[config.mk]
export PLATFORM = sky130hd
export DESIGN_NAME = mouse_frame_latch
export DESIGN_NICKNAME = d
export VERILOG_FILES = /design/src/rtl/mouse_pkg.sv /design/src/rtl/btn_debounce.sv /design/src/rtl/mouse_frame_latch.sv
export SDC_FILE = /design/constraint.sdc
export NUM_CORES = 1
export LEC_CHECK = 0
export ABC_CLOCK_PERIOD_IN_PS = 3900
export CAP_MARGIN = 20
export CORE_UTILIZATION = 29
export CTS_BUF_LIST = sky130_fd_sc_hd__clkbuf_4 sky130_fd_sc_hd__clkbuf_8
export CTS_CLUSTER_DIAMETER = 40
export DETAILED_ROUTE_END_ITERATION = 8
export GPL_ROUTABILITY_DRIVEN = 1
export HOLD_SLACK_MARGIN = 0.06
export PLACE_DENSITY = 0.56
export SLEW_MARGIN = 20
export SYNTH_ARGS = -nofsm -noshare
export SYNTH_HDL_FRONTEND = slang
export SYNTH_SLANG_ARGS = --single-unit
[constraint.sdc]
create_clock -name clk -period 3.9 [get_ports clk]
set_input_delay 1.17 -clock clk [delete_from_list [all_inputs] [get_ports clk]]
set_output_delay 1.17 -clock clk [all_outputs]
set_load 0.01 [all_outputs]
[src/rtl/mouse_pkg.sv]
// rtl/mouse_pkg.sv - shared position type, debounce states and 1024x768 active-area defaults
package mouse_pkg;

  typedef logic [11:0] pos_t;

  typedef enum logic [1:0] {
    IDLE,
    PRESS_WAIT,
    DOWN,
    REL_WAIT
  } debounce_state_t;

  localparam int unsigned H_ACTIVE_DEF = 1024;
  localparam int unsigned V_ACTIVE_DEF = 768;

  // Saturate a raw coordinate to the last visible pixel/line instead of wrapping.
  function automatic pos_t clamp_pos(input pos_t raw, input int unsigned lim);
    return (raw >= pos_t'(lim)) ? pos_t'(lim - 1) : raw;
  endfunction

endpackage

[src/rtl/btn_debounce.sv]
// rtl/btn_debounce.sv - 2-FF synchronizer plus counted debounce FSM giving a held level and press pulse
module btn_debounce
  import mouse_pkg::*;
#(
  parameter int unsigned DEBOUNCE_CYCLES = 65000
) (
  input  logic clk,
  input  logic rst_n,
  input  logic raw,
  output logic held,
  output logic press_pulse,
  output logic press_fire
);

  localparam int CW = $clog2(DEBOUNCE_CYCLES + 1);
  localparam logic [CW-1:0] LAST = CW'(DEBOUNCE_CYCLES - 1);

  logic            sync1;
  logic            s;
  logic [CW-1:0]   cnt;
  debounce_state_t state;

  // Combinational view of the edge that will raise press_pulse, so the parent can capture
  // data in the same edge as the pulse is registered.
  assign press_fire = (state == PRESS_WAIT) && s && (cnt == LAST);

  always_ff @(posedge clk or negedge rst_n) begin
    if (!rst_n) begin
      sync1       <= 1'b0;
      s           <= 1'b0;
      cnt         <= '0;
      state       <= IDLE;
      held        <= 1'b0;
      press_pulse <= 1'b0;
    end else begin
      sync1       <= raw;
      s           <= sync1;
      press_pulse <= 1'b0;
      case (state)
        IDLE: begin
          if (s) begin
            state <= PRESS_WAIT;
            cnt   <= CW'(1);
          end
        end
        PRESS_WAIT: begin
          if (!s) begin
            state <= IDLE;
            cnt   <= '0;
          end else if (cnt == LAST) begin
            state       <= DOWN;
            cnt         <= '0;
            held        <= 1'b1;
            press_pulse <= 1'b1;
          end else begin
            cnt <= cnt + CW'(1);
          end
        end
        DOWN: begin
          if (!s) begin
            state <= REL_WAIT;
            cnt   <= CW'(1);
          end
        end
        REL_WAIT: begin
          if (s) begin
            state <= DOWN;
            cnt   <= '0;
          end else if (cnt == LAST) begin
            state <= IDLE;
            cnt   <= '0;
            held  <= 1'b0;
          end else begin
            cnt <= cnt + CW'(1);
          end
        end
        default: begin
          state <= IDLE;
          cnt   <= '0;
        end
      endcase
    end
  end

endmodule

[src/rtl/mouse_frame_latch.sv]
// rtl/mouse_frame_latch.sv - clamps and frame-latches mouse position, debounces buttons; MOUSE_RIGHT_BTN_EN adds the right button
module mouse_frame_latch
  import mouse_pkg::*;
#(
  parameter int unsigned H_ACTIVE        = H_ACTIVE_DEF,
  parameter int unsigned V_ACTIVE        = V_ACTIVE_DEF,
  parameter int unsigned DEBOUNCE_CYCLES = 65000
) (
  input  logic clk,
  input  logic rst_n,
  input  pos_t xpos_raw,
  input  pos_t ypos_raw,
  input  logic left_raw,
  input  logic vsync_in,
  output pos_t xpos,
  output pos_t ypos,
  output logic frame_tick,
  output logic left_held,
  output logic left_click,
  output pos_t click_x,
  output pos_t click_y
`ifdef MOUSE_RIGHT_BTN_EN
  ,
  input  logic right_raw,
  output logic right_held,
  output logic right_click
`endif
);

  pos_t pend_x;
  pos_t pend_y;
  logic vs_q1;
  logic vs_q2;
  logic vs_edge;
  logic left_fire;

  assign vs_edge = vs_q1 & ~vs_q2;

  always_ff @(posedge clk or negedge rst_n) begin
    if (!rst_n) begin
      pend_x     <= '0;
      pend_y     <= '0;
      vs_q1      <= 1'b0;
      vs_q2      <= 1'b0;
      xpos       <= '0;
      ypos       <= '0;
      frame_tick <= 1'b0;
    end else begin
      pend_x     <= clamp_pos(xpos_raw, H_ACTIVE);
      pend_y     <= clamp_pos(ypos_raw, V_ACTIVE);
      vs_q1      <= vsync_in;
      vs_q2      <= vs_q1;
      frame_tick <= vs_edge;
      if (vs_edge) begin
        xpos <= pend_x;
        ypos <= pend_y;
      end
    end
  end

  // Capture the position on screen when the click fires, ignoring a simultaneous frame update.
  always_ff @(posedge clk or negedge rst_n) begin
    if (!rst_n) begin
      click_x <= '0;
      click_y <= '0;
    end else if (left_fire) begin
      click_x <= xpos;
      click_y <= ypos;
    end
  end

  btn_debounce #(.DEBOUNCE_CYCLES(DEBOUNCE_CYCLES)) u_left (
    .clk         (clk),
    .rst_n       (rst_n),
    .raw         (left_raw),
    .held        (left_held),
    .press_pulse (left_click),
    .press_fire  (left_fire)
  );

`ifdef MOUSE_RIGHT_BTN_EN
  logic right_fire;

  btn_debounce #(.DEBOUNCE_CYCLES(DEBOUNCE_CYCLES)) u_right (
    .clk         (clk),
    .rst_n       (rst_n),
    .raw         (right_raw),
    .held        (right_held),
    .press_pulse (right_click),
    .press_fire  (right_fire)
  );
`endif

endmodule

==> results.json, run 1 <==
{
  "status": "completed",
  "p_sw_uw": 577,
  "p_leak_nw": 2.03,
  "p_per_area_mw_per_mm2": 435,
  "die_y_um": 116,
  "rows": 41,
  "finalSetupViolations": 0,
  "final_nets": 385,
  "path_delay_family": "buffers and inverters",
  "hpwl_um": 4890,
  "drive_gt1_share_pct": 15.5,
  "cts_tree": "built",
  "dpl_cell_area_sq_mm": 0.00476,
  "startpoint_type": "register",
  "cts_max_path_buffers": 2,
  "grt_pass1_vias": 2545,
  "finalCriticalPeriod_ps": 2500,
  "crit_path_cell_trace": "clkdlybuf4s50_1",
  "diodes": 0,
  "netlist_instances": 272,
  "drcViolationCount": 0,
  "die_w_um": 116,
  "p_seq_share_pct": 51.8,
  "fmax_mhz": 400,
  "async_reset_ff_share_pct": 100,
  "cts_setup_buffers": 0,
  "insertion_delay_ps": 370,
  "final_core_util_pct": 39.4,
  "ctsHoldBuffers": 0,
  "pre_cts_slack_ps": 1160,
  "drtAntennaViolNets": 0,
  "cts_buffers": 9,
  "yosys_warnings": 0,
  "first_pass_iters": 4,
  "setup_tns_ps": 0,
  "grt_pass1_wl_um": 12400,
  "slowest_delay_ps": 560,
  "vias": 2405,
  "ys_seq_area_share_pct": 64.2,
  "track_usage_pct": 12.1,
  "hold_viol_final": 0,
  "port_buffers": 78,
  "synth_ff_type": "dfrtp_1",
  "fillers": 1261,
  "switching_share_pct": 26.5,
  "syn_avg_cell_area_sq_um": 13.9,
  "wl_um": 7270,
  "synthToLayoutAreaGrowth_pct": 32.0,
  "critPathBufInv": 1,
  "fp.coreArea_sq_mm": 0.0127,
  "clk_pin_slew_worst_paths_ps": 90,
  "crit_slowest_cell": "clkdlybuf4s50_1",
  "grt_max_degree": 62,
  "irDropWorstVdd_v": 0.000267,
  "path_max_fanout": 3,
  "finalInstanceArea_sq_mm": 0.00499,
  "io_pins": 79,
  "slew_viol_final": 0,
  "antenna_found_initial": 0,
  "ys_ff_latch": 97,
  "comb_power_share_pct": 14.5,
  "hold_class": "register to register",
  "max_cap_viol_count": 0,
  "cts_resized": 0,
  "syn-cell-area_sq_mm": 0.00378,
  "internal_power_mw": 1.60,
  "fin_ws_ps": 1400,
  "synth_top_area_share_pct": 64.2,
  "final_common_cell": "dfrtp_1",
  "synth.distinct_cells": 41,
  "clock_skew_ps": 13.6,
  "layout_common_cells": "dfrtp_1, clkdlybuf4s50_1, mux2_2, mux2_1, or3_1",
  "critPathArrivalTime_ps": 1330,
  "rsz0062_at_grt": "false",
  "slew-limit-headroom_pct": 34.8,
  "synth-edff-count": 0,
  "rrSetupSlack_ps": 1470,
  "via_per_inst": 4.51,
  "synth_area_leaders": "dfrtp_1, mux2_2, mux2_1",
  "finalWeightedCongestion": 0.788,
  "critical_path_class": "register to primary output",
  "cp-end-kind": "primary output",
  "overflow": 0,
  "routedWlPerCell_um": 13.6,
  "dieArea_sq_mm": 0.0135,
  "fin_crit_sh_pct": 64.1,
  "required_ps": 2730,
  "synth_area_leader_cell": "dfrtp_1",
  "drtIter0Drc": 67,
  "cts.sinks": 97,
  "root_buffer": "clkbuf_8",
  "start_util_pct": 29.8,
  "clkPwrFrac_pct": 33.7,
  "cts_max_level": 3,
  "tightestPinTransition_ps": 972
}
==> worst paths after layout <==
check | cells after the start | to | from
min | 0 | u_left.s | u_left.sync1
max | 1 | ypos[7] | ypos[7]
min in group asynchronous | 1 | vs_q1 | rst_n
max reg2reg | 5 | click_x[11] | u_left.cnt[4]
min reg2reg | 0 | u_left.s | u_left.sync1
max in group asynchronous | 2 | click_x[5] | rst_n
==> cells by family after synthesis <==
logic type               count (synthesis)  share of synthesized area (%)
XOR/XNOR                                 1                          0.232
AND/OR/NAND/NOR                         68                           10.6
other                                    1                         0.0992
flip-flops                              97                           64.2
buffers and inverters                   19                           2.55
multiplexers                            49                           14.6
adder cells (fa/ha/maj)                  1                          0.331
AO/OA/AOI/OAI                           36                           7.35
==> cell usage after synthesis, types with 3 or more instances <==
| library cell | instances |
|---|---|
| nand2b_1 | 8 |
| nand2_1 | 5 |
| nor2_1 | 6 |
| mux2_1 | 19 |
| a22o_1 | 5 |
| nand4_1 | 3 |
| nand3_1 | 7 |
| or3_1 | 11 |
| inv_1 | 6 |
| nor4_1 | 10 |
| o21ai_0 | 3 |
| o311ai_0 | 7 |
| dfrtp_1 | 97 |
| clkbuf_1 | 5 |
| nor2b_1 | 3 |
| nor3b_1 | 4 |
| o21a_1 | 8 |
| o31ai_1 | 4 |
| mux2_2 | 30 |
| nor3_1 | 5 |
==> layout make-up <==
type	instances	area, sq um	area share [%]
clock buffers	10	138	2.76
clock inverters	6	90.1	1.81
inverters	6	22.5	0.451
multi-input cells	159	1280	25.7
flip-flops and latches	97	2430	48.7
well taps	172	215	4.31
repair buffers	83	816	16.4
==> registers in the layout, indices dropped and copies added (netlist names), named ones only <==
| register | cells |
|---|---|
| u_left.s | 1 |
| click_y | 12 |
| pend_x | 12 |
| u_left.held | 1 |
| vs_q1 | 1 |
| u_left.cnt | 16 |
| xpos | 12 |
| pend_y | 12 |
| ypos | 12 |
| frame_tick | 1 |
| u_left.sync1 | 1 |
| u_left.state | 1 |
| click_x | 12 |
| u_left.press_pulse | 1 |
| vs_q2 | 1 |
==> stage by stage <==
| step | total power, mW | instances | hold slack [ps] |
|---|---|---|---|
| floorplan | 1.32 | 275 | 331 |
| global placement | 1.45 | 517 | 333 |
| detailed placement | 1.46 | 517 | 336 |
| CTS | 2.21 | 533 | 350 |
| global route | 2.29 | 533 | 361 |
| finish | 2.17 | 533 | 352 |
==> layer usage <==
layer	routed length [um]	GRT usage [%]
met5	0	0
met1	3420	15.2
met2	3290	18.9
met4	115	5.21
met3	445	4.41
==> power by group through the flow <==
stage / logic (mW) / registers, mW / clock network, mW
after floorplan: 0.185 / 1.13 / 0
after global placement: 0.312 / 1.14 / 0
after detailed placement: 0.320 / 1.14 / 0
after CTS: 0.321 / 1.12 / 0.766
after global routing: 0.355 / 1.13 / 0.797
final: 0.315 / 1.12 / 0.732
(Power assumes the default switching activity.)
==> inputs of run 2 (changes only) <==
- ABC_CLOCK_PERIOD_IN_PS: 3900 -> 2470
- clock period: 3.9 -> 2.47 ns (I/O delays scaled with it)
==> run 2 against run 1 <==
Via count is 3.2% higher. Die area is the same. Core utilization rose by 0.35 points. Non-clock buffer count rose by 4. Register-to-register slack lost 1300 ps. Flip-flop and latch count is the same. Sequential share of layout area down 0.42 points. Cell count rose by 0.75%. Setup slack got worse by 1200 ps.
==> results.json, run 2 (same netlist as run 1, synthesis figures left out) <==
{
  "track_usage_pct": 12.9,
  "largest_register_ffs": 16,
  "fillers": 1224,
  "cts_max_path_buffers": 2,
  "setup_tns_ps": 0,
  "critical_path_class": "register to register",
  "ctsHoldBuffers": 0,
  "diodes": 0,
  "cts_setup_buffers": 0,
  "die_w_um": 116,
  "finalCriticalPeriod_ps": 2250,
  "start_util_pct": 29.8,
  "grt_pass1_vias": 2576,
  "path_max_fanout": 25,
  "p_per_area_mw_per_mm2": 682,
  "via_per_inst": 4.62,
  "grt_pass1_wl_um": 13300,
  "crit_slowest_cell": "or4b_1",
  "p_sw_uw": 913,
  "antenna_found_initial": 0,
  "startpoint_type": "register",
  "hold_class": "input port to asynchronous set/reset pin",
  "wl_um": 7530,
  "grt_max_degree": 40,
  "first_pass_iters": 4,
  "rsz0062_at_grt": "false",
  "switching_share_pct": 26.6,
  "finalSetupViolations": 0,
  "dieArea_sq_mm": 0.0135,
  "cts_max_level": 3,
  "clock_skew_ps": 15.6,
  "cts.sinks": 97,
  "die_y_um": 116,
  "crit_path_cell_trace": "or4b_1, nor4_2, and4b_1, buf_12, mux2_1",
  "drcViolationCount": 0,
  "final_nets": 389,
  "drtAntennaViolNets": 0,
  "cp-end-kind": "register",
  "cts_buffers": 9,
  "critPathBufInv": 1,
  "clkPwrFrac_pct": 33.2,
  "largest_register": "u_left.cnt",
  "drtIter0Drc": 79,
  "clk_pin_slew_worst_paths_ps": 90,
  "rows": 41,
  "final_core_util_pct": 39.7,
  "io_pins": 79,
  "hold_viol_final": 0,
  "final_common_cell": "dfrtp_1",
  "layout_common_cells": "dfrtp_1, clkdlybuf4s50_1, mux2_2, mux2_1, or3_1",
  "p_leak_nw": 2.05,
  "vias": 2483,
  "insertion_delay_ps": 360,
  "finalWeightedCongestion": 0.801,
  "drive_gt1_share_pct": 16.4,
  "slew_viol_final": 0,
  "root_buffer": "clkbuf_8",
  "hpwl_um": 5030,
  "max_cap_viol_count": 0,
  "fin_crit_sh_pct": 91.3,
  "path_delay_family": "simple AND/OR/NAND/NOR gates",
  "comb_power_share_pct": 15.1,
  "status": "completed",
  "overflow": 0,
  "required_ps": 2700,
  "fp.coreArea_sq_mm": 0.0127,
  "fmax_mhz": 443,
  "cts_resized": 0,
  "synthToLayoutAreaGrowth_pct": 33.2,
  "irDropWorstVdd_v": 0.000311,
  "p_seq_share_pct": 51.7,
  "internal_power_mw": 2.52,
  "cts_tree": "built",
  "slowest_delay_ps": 530,
  "critPathArrivalTime_ps": 2490,
  "routedWlPerCell_um": 14.0,
  "port_buffers": 78
}
==> run 2: cell types whose count changed in the layout (fill, tap and decap cells not counted), sizes merged <==
cell / delta
buf: +4
==> run 2: layout make-up <==
type	count	area [sq um]	share of cell area, %
multi-input combinational	159	1270	25.3
clock buffer	10	131	2.61
tap	172	215	4.28
timing repair buffer	87	871	17.3
clock inverter	6	90.1	1.79
sequential	97	2430	48.2
inverter	6	22.5	0.448
==> run 2: per-layer routing <==
metal / part of all wire [%] / global-route usage, % / up-vias / wire (um)
met4: 1.5 / 4.87 / 0 / 116
met2: 46 / 19.7 / 73 / 3440
met3: 7.7 / 4.72 / 9 / 579
li1: - / - / 1165 / -
met5: 0 / 0 / - / 0
met1: 45 / 16.9 / 1236 / 3390
==> run 2: power groups by stage <==
stage | clock (mW) | sequential (mW) | combinational (mW)
6_report | 1.14 | 1.77 | 0.520
3_3_place_gp | 0 | 1.80 | 0.514
5_1_grt | 1.25 | 1.80 | 0.587
2_1_floorplan | 0 | 1.79 | 0.292
4_1_cts | 1.19 | 1.77 | 0.525
3_5_place_dp | 0 | 1.81 | 0.520
==> run 2: per-stage QoR <==
| step | setup slack [ps] | hold slack, ps | power [mW] | instance area [sq um] | instances |
|---|---|---|---|---|---|
| finish | 215 | 242 | 3.43 | 5030 | 537 |
| global placement | 257 | 334 | 2.32 | 4810 | 521 |
| detailed placement | 224 | 352 | 2.33 | 4810 | 521 |
| global route | 111 | 242 | 3.63 | 5030 | 537 |
| CTS | 213 | 244 | 3.49 | 5030 | 537 |
| floorplan | 341 | 331 | 2.08 | 3790 | 275 |
==> run 2: path summary, 6_finish.rpt <==
check	depth (start not counted)	slack, ps	endpoint	from
max in group asynchronous	2	1640	pend_x[7]	rst_n
hold reg to reg	0	370	u_left.s	u_left.sync1
hold / removal	1	240	pend_y[1]	rst_n
setup reg to reg	5	220	click_x[2]	u_left.cnt[3]
setup / recovery	5	220	click_x[2]	u_left.cnt[3]
min in group clk	0	370	u_left.s	u_left.sync1
